===== src/rtl/key_event.sv =====
// Key press classifier: turns a debounced key level into SHORT / LONG / REPEAT events.
// Define KEY_EVENT_REPEAT_EN to enable auto-repeat events while a long press is held.
module key_event #(
  parameter logic [13:0] T1MS      = 14'd12000,
  parameter logic [9:0]  LONG_MS   = 10'd1000,
  parameter logic [9:0]  REPEAT_MS = 10'd200
) (
  input  logic       Sys_clk,
  input  logic       Sys_reset,
  input  logic       Key_level,
  input  logic       Evt_ack,
  input  logic       Ovf_clr,
  output logic       Evt_valid,
  output logic [1:0] Evt_code,
  output logic       Evt_ovf
);

  typedef enum logic [1:0] {
    IDLE      = 2'd0,
    HELD      = 2'd1,
    LONG_HELD = 2'd2
  } state_t;

  localparam logic [1:0] CODE_SHORT  = 2'd1;
  localparam logic [1:0] CODE_LONG   = 2'd2;
  localparam logic [1:0] CODE_REPEAT = 2'd3;

  state_t      state, state_next;
  logic        prev_level, armed;
  logic        press_edge, release_edge;
  logic [13:0] presc;
  logic [9:0]  ms_cnt, ms_inc;
  logic        tick, long_due;
  logic        fire, ms_clear;
  logic [1:0]  fire_code;

  // A key already held when reset lifts must be seen released before it can press.
  assign press_edge   = Key_level & ~prev_level & armed;
  assign release_edge = ~Key_level & prev_level;
  assign tick         = (presc == T1MS - 14'd1);
  assign ms_inc       = (ms_cnt == 10'h3FF) ? ms_cnt : ms_cnt + 10'd1;
  assign long_due     = tick && (ms_inc == LONG_MS);

`ifdef KEY_EVENT_REPEAT_EN
  logic repeat_due;
  assign repeat_due = tick && (ms_inc == REPEAT_MS);
`else
  // REPEAT_MS only matters when auto-repeat is built in.
  if (REPEAT_MS != 10'd0) begin : g_repeat_unused
  end
`endif

  // NOTE: sequential state uses non-blocking (<=) so every register samples pre-edge values.
  always_ff @(posedge Sys_clk or negedge Sys_reset) begin
    if (!Sys_reset) begin
      state      <= IDLE;
      prev_level <= 1'b0;
      armed      <= 1'b0;
    end else begin
      state      <= state_next;
      prev_level <= Key_level;
      if (!Key_level) armed <= 1'b1;
    end
  end

  // NOTE: every always_comb output gets a default first so no path leaves it unassigned (no latch).
  always_comb begin
    state_next = state;
    case (state)
      IDLE:      if (press_edge) state_next = HELD;
      HELD:      if (release_edge) state_next = IDLE;
                 else if (long_due) state_next = LONG_HELD;
      LONG_HELD: if (release_edge) state_next = IDLE;
      default:   state_next = IDLE;
    endcase
  end

  always_comb begin
    fire      = 1'b0;
    fire_code = 2'd0;
    ms_clear  = 1'b0;
    case (state)
      HELD: begin
        if (release_edge) begin
          fire      = 1'b1;
          fire_code = CODE_SHORT;
        end else if (long_due) begin
          fire      = 1'b1;
          fire_code = CODE_LONG;
          ms_clear  = 1'b1;
        end
      end
`ifdef KEY_EVENT_REPEAT_EN
      LONG_HELD: begin
        if (!release_edge && repeat_due) begin
          fire      = 1'b1;
          fire_code = CODE_REPEAT;
          ms_clear  = 1'b1;
        end
      end
`endif
      default: ;
    endcase
  end

  // Timebase runs only while the key is down; IDLE holds it at zero for the next press.
  always_ff @(posedge Sys_clk or negedge Sys_reset) begin
    if (!Sys_reset) begin
      presc  <= '0;
      ms_cnt <= '0;
    end else if (state == HELD || state == LONG_HELD) begin
      presc <= tick ? 14'd0 : presc + 14'd1;
      if (ms_clear)  ms_cnt <= '0;
      else if (tick) ms_cnt <= ms_inc;
    end else begin
      presc  <= '0;
      ms_cnt <= '0;
    end
  end

  // Single-entry event holding register; an ack in the same cycle frees the slot.
  always_ff @(posedge Sys_clk or negedge Sys_reset) begin
    if (!Sys_reset) begin
      Evt_valid <= 1'b0;
      Evt_code  <= 2'd0;
      Evt_ovf   <= 1'b0;
    end else begin
      if (fire && (!Evt_valid || Evt_ack)) begin
        Evt_valid <= 1'b1;
        Evt_code  <= fire_code;
      end else if (Evt_valid && Evt_ack) begin
        Evt_valid <= 1'b0;
        Evt_code  <= 2'd0;
      end
      if (fire && Evt_valid && !Evt_ack) Evt_ovf <= 1'b1;
      else if (Ovf_clr)                  Evt_ovf <= 1'b0;
    end
  end

endmodule

===== config.mk =====
export PLATFORM = sky130hd
export DESIGN_NAME = key_event
export DESIGN_NICKNAME = d
export VERILOG_FILES = /design/src/rtl/key_event.sv
export SDC_FILE = /design/constraint.sdc
export NUM_CORES = 1
export LEC_CHECK = 0
export CAP_MARGIN = 40
export CORE_UTILIZATION = 49
export DETAILED_ROUTE_END_ITERATION = 16
export GPL_TIMING_DRIVEN = 1
export MAX_ROUTING_LAYER = met4
export PLACE_DENSITY = 0.79
export SLEW_MARGIN = 20
export SYNTH_ARGS = -nofsm -noshare
export SYNTH_HDL_FRONTEND = slang
export SYNTH_SLANG_ARGS = --single-unit

===== constraint.sdc =====
create_clock -name Sys_clk -period 5.2 [get_ports Sys_clk]
set_input_delay 0.52 -clock Sys_clk [delete_from_list [all_inputs] [get_ports Sys_clk]]
set_output_delay 0.52 -clock Sys_clk [all_outputs]
set_load 0.01 [all_outputs]

After elaboration in Yosys (flattened, before gate mapping)
Cells that the tools add are included.
Widths: inputs -> output; s select.
{"block": "totals", "word_cells": 62, "ram_bits": 0, "ff_bits": 32, "in_bits": 5, "latch_bits": 0, "out_inout_bits": 4, "mem_count": 0, "romBits": 0}
{"block": "op_classes", "multipliers": 0, "n_div": 0, "n_lt_le_gt_ge": 0, "n_eq_ne": 9, "add_sub_neg": 2, "muxes": 25, "n_shift": 0, "n_reduce_logical": 13, "bitwise": 5}
{"op": "$mux 10", "count": 4}
{"op": "$mux 14", "count": 2}
{"op": "$eq 10x10->1 const B", "count": 2}
{"op": "$mux 2", "count": 9}
{"op": "$add 14x1->14 const B", "count": 1}
{"op": "$eq 14x14->1 const B", "count": 1}
{"op": "$add 10x1->10 const B", "count": 1}
{"op": "$mux 1", "count": 9}
{"op": "$ne 3x3->1 const B", "count": 2}
{"op": "$pmux 2 s3", "count": 1}
{"op": "$logic_and 1x1->1", "count": 5}
{"op": "$ne 2x2->1 const B", "count": 2}
{"op": "$reduce_bool 2->1", "count": 2}
{"op": "$and 1x1->1", "count": 3}
{"op": "$reduce_and 3->1", "count": 1}
{"op": "$eq 2x1->1 const B", "count": 1}
{"op": "$eq 2x2->1 const B", "count": 1}
{"op": "$logic_not 1->1", "count": 2}
{"op": "$logic_not 2->1", "count": 1}
{"op": "$logic_or 1x1->1", "count": 2}
{"op": "$not 1->1", "count": 2}

Depth between registers and ports, before layout
Gate-level depths: netlist (run 1).
{"block": "depth", "depth_word": 10, "mapped_depth": 9}

Worst setup path after synthesis (run 1)
OpenSTA, ideal clock, no wires.
{"block": "synth_timing", "path_type": "register -> register", "start": "register ms_cnt[0]", "end": "register Evt_code[0]", "period_less_slack_ns": 2.437, "stages_incl_launch_ff": 9, "setup_time_ns": 0.123, "path_buffers": 1, "setup_slack_ns": 2.763, "t_required_ns": 5.077, "t_arrival_ns": 2.314, "cell_sequence": "dfrtp_1 ha_1 and2_1 clkbuf_1 nand3_1 nor2_1 o221ai_2 or4_4 o221a_1"}
{"block": "synth_between", "elab_chain_len": 9}
{"item": "start, declared", "line_no": "32", "text": "logic [9:0] ms_cnt, ms_inc;"}
{"item": "start signal, assigned", "line_no": "114", "text": "else if (tick) ms_cnt <= ms_inc;"}
{"item": "$add 10x1->10 / $eq 10x10->1 (equally long branches)", "line_no": "41", "text": "assign ms_inc = (ms_cnt == 10'h3FF) ? ms_cnt : ms_cnt + 10'd1;"}
{"item": "$mux 10 *", "line_no": "41"}
{"item": "$eq 10x10->1 *", "line_no": "42", "text": "assign long_due = tick && (ms_inc == LONG_MS);"}
{"item": "$logic_and 1x1->1 *", "line_no": "42"}
{"item": "$mux 1 *", "line_no": "87", "text": "end else if (long_due) begin"}
{"item": "$mux 1 *", "line_no": "84", "text": "if (release_edge) begin"}
{"item": "$mux 1 *", "line_no": "82", "text": "case (state)"}
{"item": "$logic_and 1x1->1 *", "line_no": "128", "text": "if (fire && (!Evt_valid || Evt_ack)) begin"}
{"item": "$mux 2 / $reduce_bool 2->1 (equally long branches)"}
{"item": "end signal, assigned", "line_no": "130", "text": "Evt_code <= fire_code;"}
{"item": "end, declared", "line_no": "14", "text": "output logic [1:0] Evt_code,"}
Every way passes the cells marked *; elsewhere a longest branch is shown, timed or not.
A chain may end at the register's enable or synchronous reset.

Worst setup path after layout (run 1)
{"block": "layout_timing", "start": "register ms_cnt[0]", "end": "register ms_cnt[9]"}
{"block": "layout_between", "elab_chain_len": 9}
{"item": "$add 10x1->10 / $eq 10x10->1 (equally long branches)", "line_no": "41"}
{"item": "$mux 10 *", "line_no": "41"}
{"item": "$eq 10x10->1", "line_no": "42"}
{"item": "$logic_and 1x1->1", "line_no": "42"}
{"item": "$mux 1", "line_no": "87"}
{"item": "$mux 1", "line_no": "84"}
{"item": "$mux 1", "line_no": "82"}
{"item": "$mux 10", "line_no": "113", "text": "if (ms_clear) ms_cnt <= '0;"}
{"item": "$mux 10", "line_no": "111", "text": "end else if (state == HELD || state == LONG_HELD) begin"}
Every way passes the cells marked *; elsewhere a longest branch is shown, timed or not. The select of a mux whose other input is x is not followed.

==> results of run 1 <==
sequential cells by signal (all words and copies together) (netlist names):
| name | flops |
|---|---|
| presc | 14 |
| ms_cnt | 10 |
| Evt_code | 2 |
| state | 2 |
| Evt_ovf | 1 |
| Evt_valid | 1 |
| armed | 1 |
| prev_level | 1 |
power by group through the flow:
| stage | logic (mW) | registers, mW | clock network [mW] |
|---|---|---|---|
| 2_1_floorplan | 0.100 | 0.288 | 0 |
| 3_3_place_gp | 0.148 | 0.289 | 0 |
| 3_5_place_dp | 0.150 | 0.288 | 0 |
| 4_1_cts | 0.152 | 0.284 | 0.203 |
| 5_1_grt | 0.169 | 0.288 | 0.213 |
| 6_report | 0.152 | 0.285 | 0.198 |
cell type report:
cell class | count | area share
multi-input combinational | 155 | 0.486
inverter | 5 | 0.00911
sequential | 32 | 0.389
timing repair buffer | 9 | 0.0425
tap | 48 | 0.0291
clock inverter | 2 | 0.00486
clock buffer | 6 | 0.0401
worst max-delay path, stage by stage, from the launching register on:
cell,delay (ps)
dfrtp_1,460
ha_1,300
and2_1,310
nand3_1,290
nor2_1,200
o221ai_2,180
o41ai_2,690
o21ai_0,200
stage by stage:
step,utilization,std cells,area [sq um]
finish,0.563,257,2060
global route,0.563,257,2060
CTS,0.563,257,2060
detailed placement,0.538,249,1970
global placement,0.538,249,1970
floorplan,-,202,1870
worst min path at each step:
stage / start / endpoint / slack (ps) / depth (start not counted)
floorplan: Sys_reset / Evt_code[0] / 220 / 0
global placement: armed / armed / 450 / 1
detailed placement: armed / armed / 470 / 1
CTS: armed / armed / 490 / 1
global route: armed / armed / 510 / 1
finish: armed / armed / 480 / 1
synth_stat cells, types with 4 or more instances:
library cell	count	area share
dfrtp_1	32	0.43
nand2_1	20	0.040
nor2_1	20	0.040
nand3_1	12	0.032
a21oi_1	8	0.021
o21ai_0	8	0.021
xor2_1	8	0.038
and3_1	7	0.023
nand4_1	7	0.023
and4_1	5	0.023
buf_2	5	0.013
ha_1	5	0.033
inv_1	5	0.010
nand2b_1	5	0.017
xnor2_1	5	0.023
a31oi_1	4	0.013
clkbuf_1	4	0.0080
nor3_1	4	0.011
metal layers:
layer | track usage | vias to the layer above | wire length (um)
met2 | 0.285 | 25 | 1450
li1 | - | 743 | -
met4 | 0.0767 | 0 | 68
met3 | 0.0500 | 9 | 126
met5 | - | - | 0
met1 | 0.262 | 697 | 1890
cell families (layout without fill, tap and decap cells):
kind of cell	after synthesis	after routing	synth area share
adders and majority gates	5	5	0.0335
DFF	32	32	0.429
buffers and inverters	15	22	0.0355
AOI/OAI and AO/OA	37	37	0.142
and+or+nand+nor	98	98	0.288
xor gates and xnor gates	13	13	0.0610
muxes	2	2	0.0114
==> flow_results.org, run 1 <==
** Outcome
- Result of the run :: completed

** Pwr
- Static Leakage :: 0.873 nW
- VDD sags by at most 0.214 mV.
- The share of total power dissipated in the clock network is 0.311.
- The share of total power dissipated in sequential elements is 0.449.
- Total power density per cell area :: 308 nW/um^2
- Power spent charging and discharging nets :: 202 uW
- The share of total power dissipated in combinational logic is 0.240.
- Of the total power, the share spent switching nets is 0.319.
- Internal power comes to 432 uW.
- The design draws 635 uW.

** Finish
- Relative to the synthesized area, the layout overhead comes to 10.3%.
- Fill cells in the final layout number 321.
- FF+latch area :: 801 sq um
- Count of antenna diodes in the layout :: 0
- The multi-input combinational cells in the finished layout cover a total of 1000 sq um.
- The net count of the finished layout is 218.
- Of the cells placed in the final design, the portion with a size suffix greater than 1 is 0.0766.
- Leading cell type in the layout, fill and taps excluded :: dfrtp_1
- Most used cells in the layout excluding fill and tap cells :: dfrtp_1 (32), nand2_1 (20), nor2_1 (20)

** Die
- The initialized floorplan defines 22 standard-cell rows.
- Initial core utilization :: 0.510
- Overall die area :: 4060 sq um
- The die is 63.7 um tall.
- The region available for standard cell placement spans 3660 sq um.
- 9 I/O pins were placed.
- The die is 63.7 um wide.

** Clock network
- The H-tree was split into 2 levels.
- Number of hold-repair buffers added at the cts stage :: 0
- Resize count post-CTS :: 0
- Post-CTS clock slew at the launch and capture registers of the worst setup and hold paths :: 70 ps
- The cell sitting at the root of the clock tree is a clkbuf_8.
- Clock insertion delay at the later pin of the skew report :: 290 ps
- TritonCTS built the clock tree.
- No sink is reached through more buffers than the 2 on the longest clock path.
- Clock tree synthesis inserted a total of 5 buffers.
- TritonCTS sink count :: 32
- Post-CTS setup-driven buffer insertion count :: 0

** Timing
- Final Hold Viols :: 0
- Worst-case headroom to the max-slew limit :: 0.546
- Period utilization :: 0.533
- Setup repair after global routing missed its margin :: no
- For this run, the top clock speed supported by timing is 0.361 GHz.
- The clock arrives with 5.40 ps of skew.
- Aggregate negative setup slack :: 0 ps
- The count of final max-slew check failures was 0.
- Setup violations remaining at the end of the flow were counted as 0.
- After layout, the minimum clock period comes to 2770 ps.
- At the pin with the least slew margin, the transition time is 674 ps.
- Final worst-path setup slack :: 2430 ps
- Hold is met by 484 ps.

** Drt
- DRC :: 0
- For this block, the via count after detailed routing is 1474.
- Number of detailed-routing iterations run before antenna repair :: 4
- Routed vias/inst :: 5.74
- First-iteration detailed-routing DRC count :: 120
- Summed over all layers, the routed wires come to 3540 um.
- Dividing the detail-routed wire length by the instance count gives 13.8 um.
- Number of nets with antenna violations after detailed routing :: 0

** Global route
- Global routing finished with a remaining overflow of 0.
- Pin count of the biggest net entering global routing :: 33
- For this run, the total global-route usage over all layers was measured as 0.196.
- Initial antenna violation count :: 0
- Wire length of the first global-routing pass :: 5930 um
- Via count of the first global-routing pass :: 1318

** Job
- Number of maximum-capacitance violations :: 0

** Yosys
- Primary flip-flop cell chosen by synthesis mapping :: dfrtp_1
- Total number of yosys warnings :: 0
- Syn Nets :: 212
- Number of enable-type register cells in the synthesized netlist :: 0
- Synth Instances :: 202
- Post-synthesis register bit count :: 32
- The synthesized netlist occupies a cell area of 1870 sq um.
- In this run, distinct cell masters in the synthesized netlist total 47.
- The share of the Yosys chip area taken by registers is 0.429.
- Share of synthesized flip-flops with an asynchronous set or reset :: 1.00
- Post-Syn Area per Cell :: 9.25 sq um

** Critical path
- Reg-to-reg setup timing slack :: 2430 ps
- The worst setup path is captured at a flip-flop.
- STA classifies the critical path startpoint as a flip-flop.
- In this run the worst setup path terminates at ms_cnt[9].
- The worst register-to-register path begins at ms_cnt[0].
- The critical path starts at ms_cnt[0].
- Worst EP arrival :: 2910 ps
- The endpoint identified for the worst register-to-register timing path is ms_cnt[9].
- Startpoint-to-endpoint class of the critical path :: reg2reg
- Of all nets on the critical path, the largest fanout is 8.
- STA puts the critical path data required time at 5340 ps.
- Cell depth of the worst flop-to-flop path :: 7

** Placed design
- The HPWL after detailed placement is 2460 um.
- Routability Congestion :: 0.922
- Post-placement worst setup slack :: 2490 ps
- The count of buffers added on input and output ports is 8.

** Worst hold path
- Path class of the lowest-slack min-delay path :: reg2reg
Note: power is estimated with default switching activity, not from simulation.
==> run 2: changes to the inputs <==
clock period = 2.8 ns   (was 5.2 ns; I/O delays follow)
==> flow_results.org, run 2 (synthesized netlist as in run 1, its figures left out) <==
** Critical path
- Grouping stages by cell kind, the critical path spends the most delay in simple AND/OR/NAND/NOR gates.
- The delay contributed by the slowest stage of the critical path is 570 ps (-120 ps).
- STA classifies the critical path startpoint as a flip-flop.
- Startpoint-to-endpoint class of the critical path :: reg2reg
- The slowest stage of the critical path is the or4_4 cell.
- Cells along the critical path :: ha_1 -> and2_1 -> nand3_1 -> nor2_1 -> o221ai_2 -> or4_4 -> o221a_1
- Data required time of the worst path :: 2960 ps (-2380 ps)
- Crit Path Max Fanout :: 8 (unchanged)
- CP Capture Type :: flip-flop
- The worst path arrival time is 2710 ps (-200 ps).
- Critical path buffers and inverters :: 0 (unchanged)

** Clock network
- Number of hold-repair buffers added at the cts stage :: 0 (unchanged)
- Post-CTS clock slew at the launch and capture registers of the worst setup and hold paths :: 70 ps (about the same)
- The TritonCTS buffer count was 5 (unchanged).
- Library cell used as clock root buffer :: clkbuf_8
- Resize count post-CTS :: 0 (unchanged)
- TritonCTS sink count :: 32 (unchanged)
- Worst-case clock buffer depth :: 2 (unchanged)
- Post-CTS setup-driven buffer insertion count :: 0 (unchanged)
- The clock latency at the later pin of the worst-skew pair was 280 ps (about the same).
- CTS tree :: done
- The maximum level of the CTS H-tree was 2 (unchanged).

** Outcome
- The run finished with clean final reports.

** Pwr
- Share of total power in sequential cells :: 0.448 (about the same)
- The internal power is 816 uW (+89%).
- Static Leakage :: 0.882 nW (+1.0%)
- Switching power as a share of total power :: 0.310 (-0.00912)
- Power share of the combinational group :: 0.247 (+0.007)
- Power spent charging and discharging nets :: 366 uW (+81%)
- The power density over cell area was 568 nW/um^2 (+84%).
- Clock power frac :: 0.306 (-0.005)
- The maximum vdd drop came to 0.368 mV (+72%).

** Global route
- Aggregate global routing overflow :: 0 (unchanged)
- GR Layer Usage met1 :: 0.287 (+0.0250)
- The initial antenna violation count was 0 (unchanged).
- The number of global-route vias before repair came to 1421 (+7.8%).
- The global-route track usage on met3 is 0.0500 (unchanged).
- In this run the most used layer during global routing was met2.
- The maximum number of pins on one net before global-route repair was 33 (unchanged).
- The global-route wire length before repair is 6540 um (+10%).
- Overall global routing resource usage :: 0.213 (+0.0173)
- GR met2 Demand/Resource :: 0.320 (+0.0359)

** Finish
- Leading cell type in the layout, fill and taps excluded :: dfrtp_1
- The number of antenna diodes was 0 (unchanged).
- Total Nets Final :: 221 (+1.4%)
- Final cell count without fillers :: 260 (+1.2%)
- Number of fillers in the final layout :: 318 (-0.93%)
- Syn-to-layout area delta :: 11.4%
- Top Registers :: presc: 14 flops, ms_cnt: 10 flops
- In the layout the commonest cells are dfrtp_1 (32), nand2_1 (20), nor2_1 (20).
- More flip-flops sit in one register than any other, and that register is presc.
- FF+latch area :: 801 sq um (unchanged)
- The area of the multi-input gates was 1000 sq um (unchanged).
- Proportion of layout cells with a drive suffix above 1 :: 0.0802 (+0.00363)
- Flip-flop count of the largest register after layout :: 14 (unchanged)

** Drt
- The number of nets with antenna violations after detailed routing is 0 (unchanged).
- The number of detailed-route iterations in the first pass is 4 (unchanged).
- The detailed-route wire length per cell came to 14.0 um (+2.1%).
- The final routed DRC violation total was 0 (unchanged).
- Total wire length after detailed routing :: 3650 um (+3.3%)
- Routed vias/inst :: 5.75 (+0.19%)
- Total via count in the routed design :: 1494 (+1.4%)
- First-iteration detailed-routing DRC count :: 86 (-28%)

** Timing
- Crit path time final :: 2550 ps (-223 ps)
- Worst clock skew on the final layout :: 10.6 ps (+5.21 ps)
- Setup repair after global routing left no endpoint under its margin.
- Worst-case headroom to the max-slew limit :: 0.725 (+0.179)
- Period utilization :: 0.911 (+0.377)
- Worst slew pin tran :: 413 ps (-260 ps)
- The total negative setup slack was 0 ps (unchanged).
- The count of final max-slew check failures came to 0 (unchanged).
- The number of endpoints failing setup at the final stage came to 0 (unchanged).
- Final Hold Viols :: 0 (unchanged)
- The peak clock frequency supported by timing was 0.392 GHz (+8.8%).

** Die
- The number of top-level pins is 9 (unchanged).
- Chip height :: 63.7 um (unchanged)
- Floorplan core area :: 3660 sq um (unchanged)
- The die area was 4060 sq um (unchanged).
- The count of standard-cell rows came to 22 (unchanged).
- The x dimension of the die came to 63.7 um (unchanged).
- The effective utilization at floorplan came to 0.510 (unchanged).

** Job
- Number of maximum-capacitance violations :: 0 (unchanged)

** Placed design
- Routability Congestion :: 0.995 (+7.9%)
- The number of I/O port buffers came to 8 (unchanged).
- The detailed placer's ending HPWL came to 2560 um (+4.1%).
- The number of placed instances with taps included was 252 (+1.2%).

** Worst hold path
- The path class of the tightest hold or removal check is in2async.
-- run 2: cell types whose count changed in the layout (fill, tap and decap cells not counted) --
cell,change
clkinv_2,-2
buf_4,+3
clkbuf_1,+2
-- run 2: worst reg2reg max path, cell delays in order (launching register included) --
cell	delay [ps]
dfrtp_1	460
ha_1	300
and2_1	300
nand3_1	220
nor2_1	170
o221ai_2	180
or4_4	570
o221a_1	250
-- run 2: worst paths after layout --
path | from | end | slack [ps] | cells after the start
setup / recovery | ms_cnt[0] | Evt_code[0] | 250 | 7
hold / removal | Sys_reset | ms_cnt[6] | 390 | 2
setup reg to reg | ms_cnt[0] | Evt_code[0] | 250 | 7
hold reg to reg | armed | armed | 470 | 1
max in group asynchronous | Sys_reset | presc[5] | 2090 | 2
min in group Sys_clk | armed | armed | 470 | 1
-- run 2: metal layers --
metal,up-vias,share of wire
met5,-,0
met4,0,0.0058
met3,2,0.034
met2,28,0.46
met1,717,0.50
li1,747,-
-- run 2: area by class of cell --
type | instances | share of cell area
inverters | 5 | 0.00902
well taps | 48 | 0.0289
multi-input cells | 155 | 0.481
clock buffers | 8 | 0.0433
flip-flops and latches | 32 | 0.385
repair buffers | 12 | 0.0529
-- run 2: power groups by stage --
stage / Clock (mW) / Sequential [mW] / Combinational [mW]
floorplan: 0 / 0.535 / 0.187
global placement: 0 / 0.537 / 0.286
detailed placement: 0 / 0.535 / 0.295
CTS: 0.369 / 0.528 / 0.297
global route: 0.389 / 0.535 / 0.328
finish: 0.361 / 0.529 / 0.291
-- run 2: per-stage QoR --
stage / power (mW) / hold WS (ps) / setup slack [ps] / area, sq um / utilization
3_3_place_gp: 0.823 / 451 / 332 / 1990 / 0.544
6_report: 1.18 / 392 / 250 / 2080 / 0.568
5_1_grt: 1.25 / 446 / 109 / 2080 / 0.568
2_1_floorplan: 0.722 / -15.6 / 363 / 1870 / -
4_1_cts: 1.19 / 420 / 268 / 2080 / 0.568
3_5_place_dp: 0.829 / 455 / 271 / 1990 / 0.544
==> run 3: changes to the inputs <==
ABC_CLOCK_PERIOD_IN_PS = 2800   (was unset)
==> results of run 3 <==
No change in the layout: final DEF, timing and power equal those of run 2.
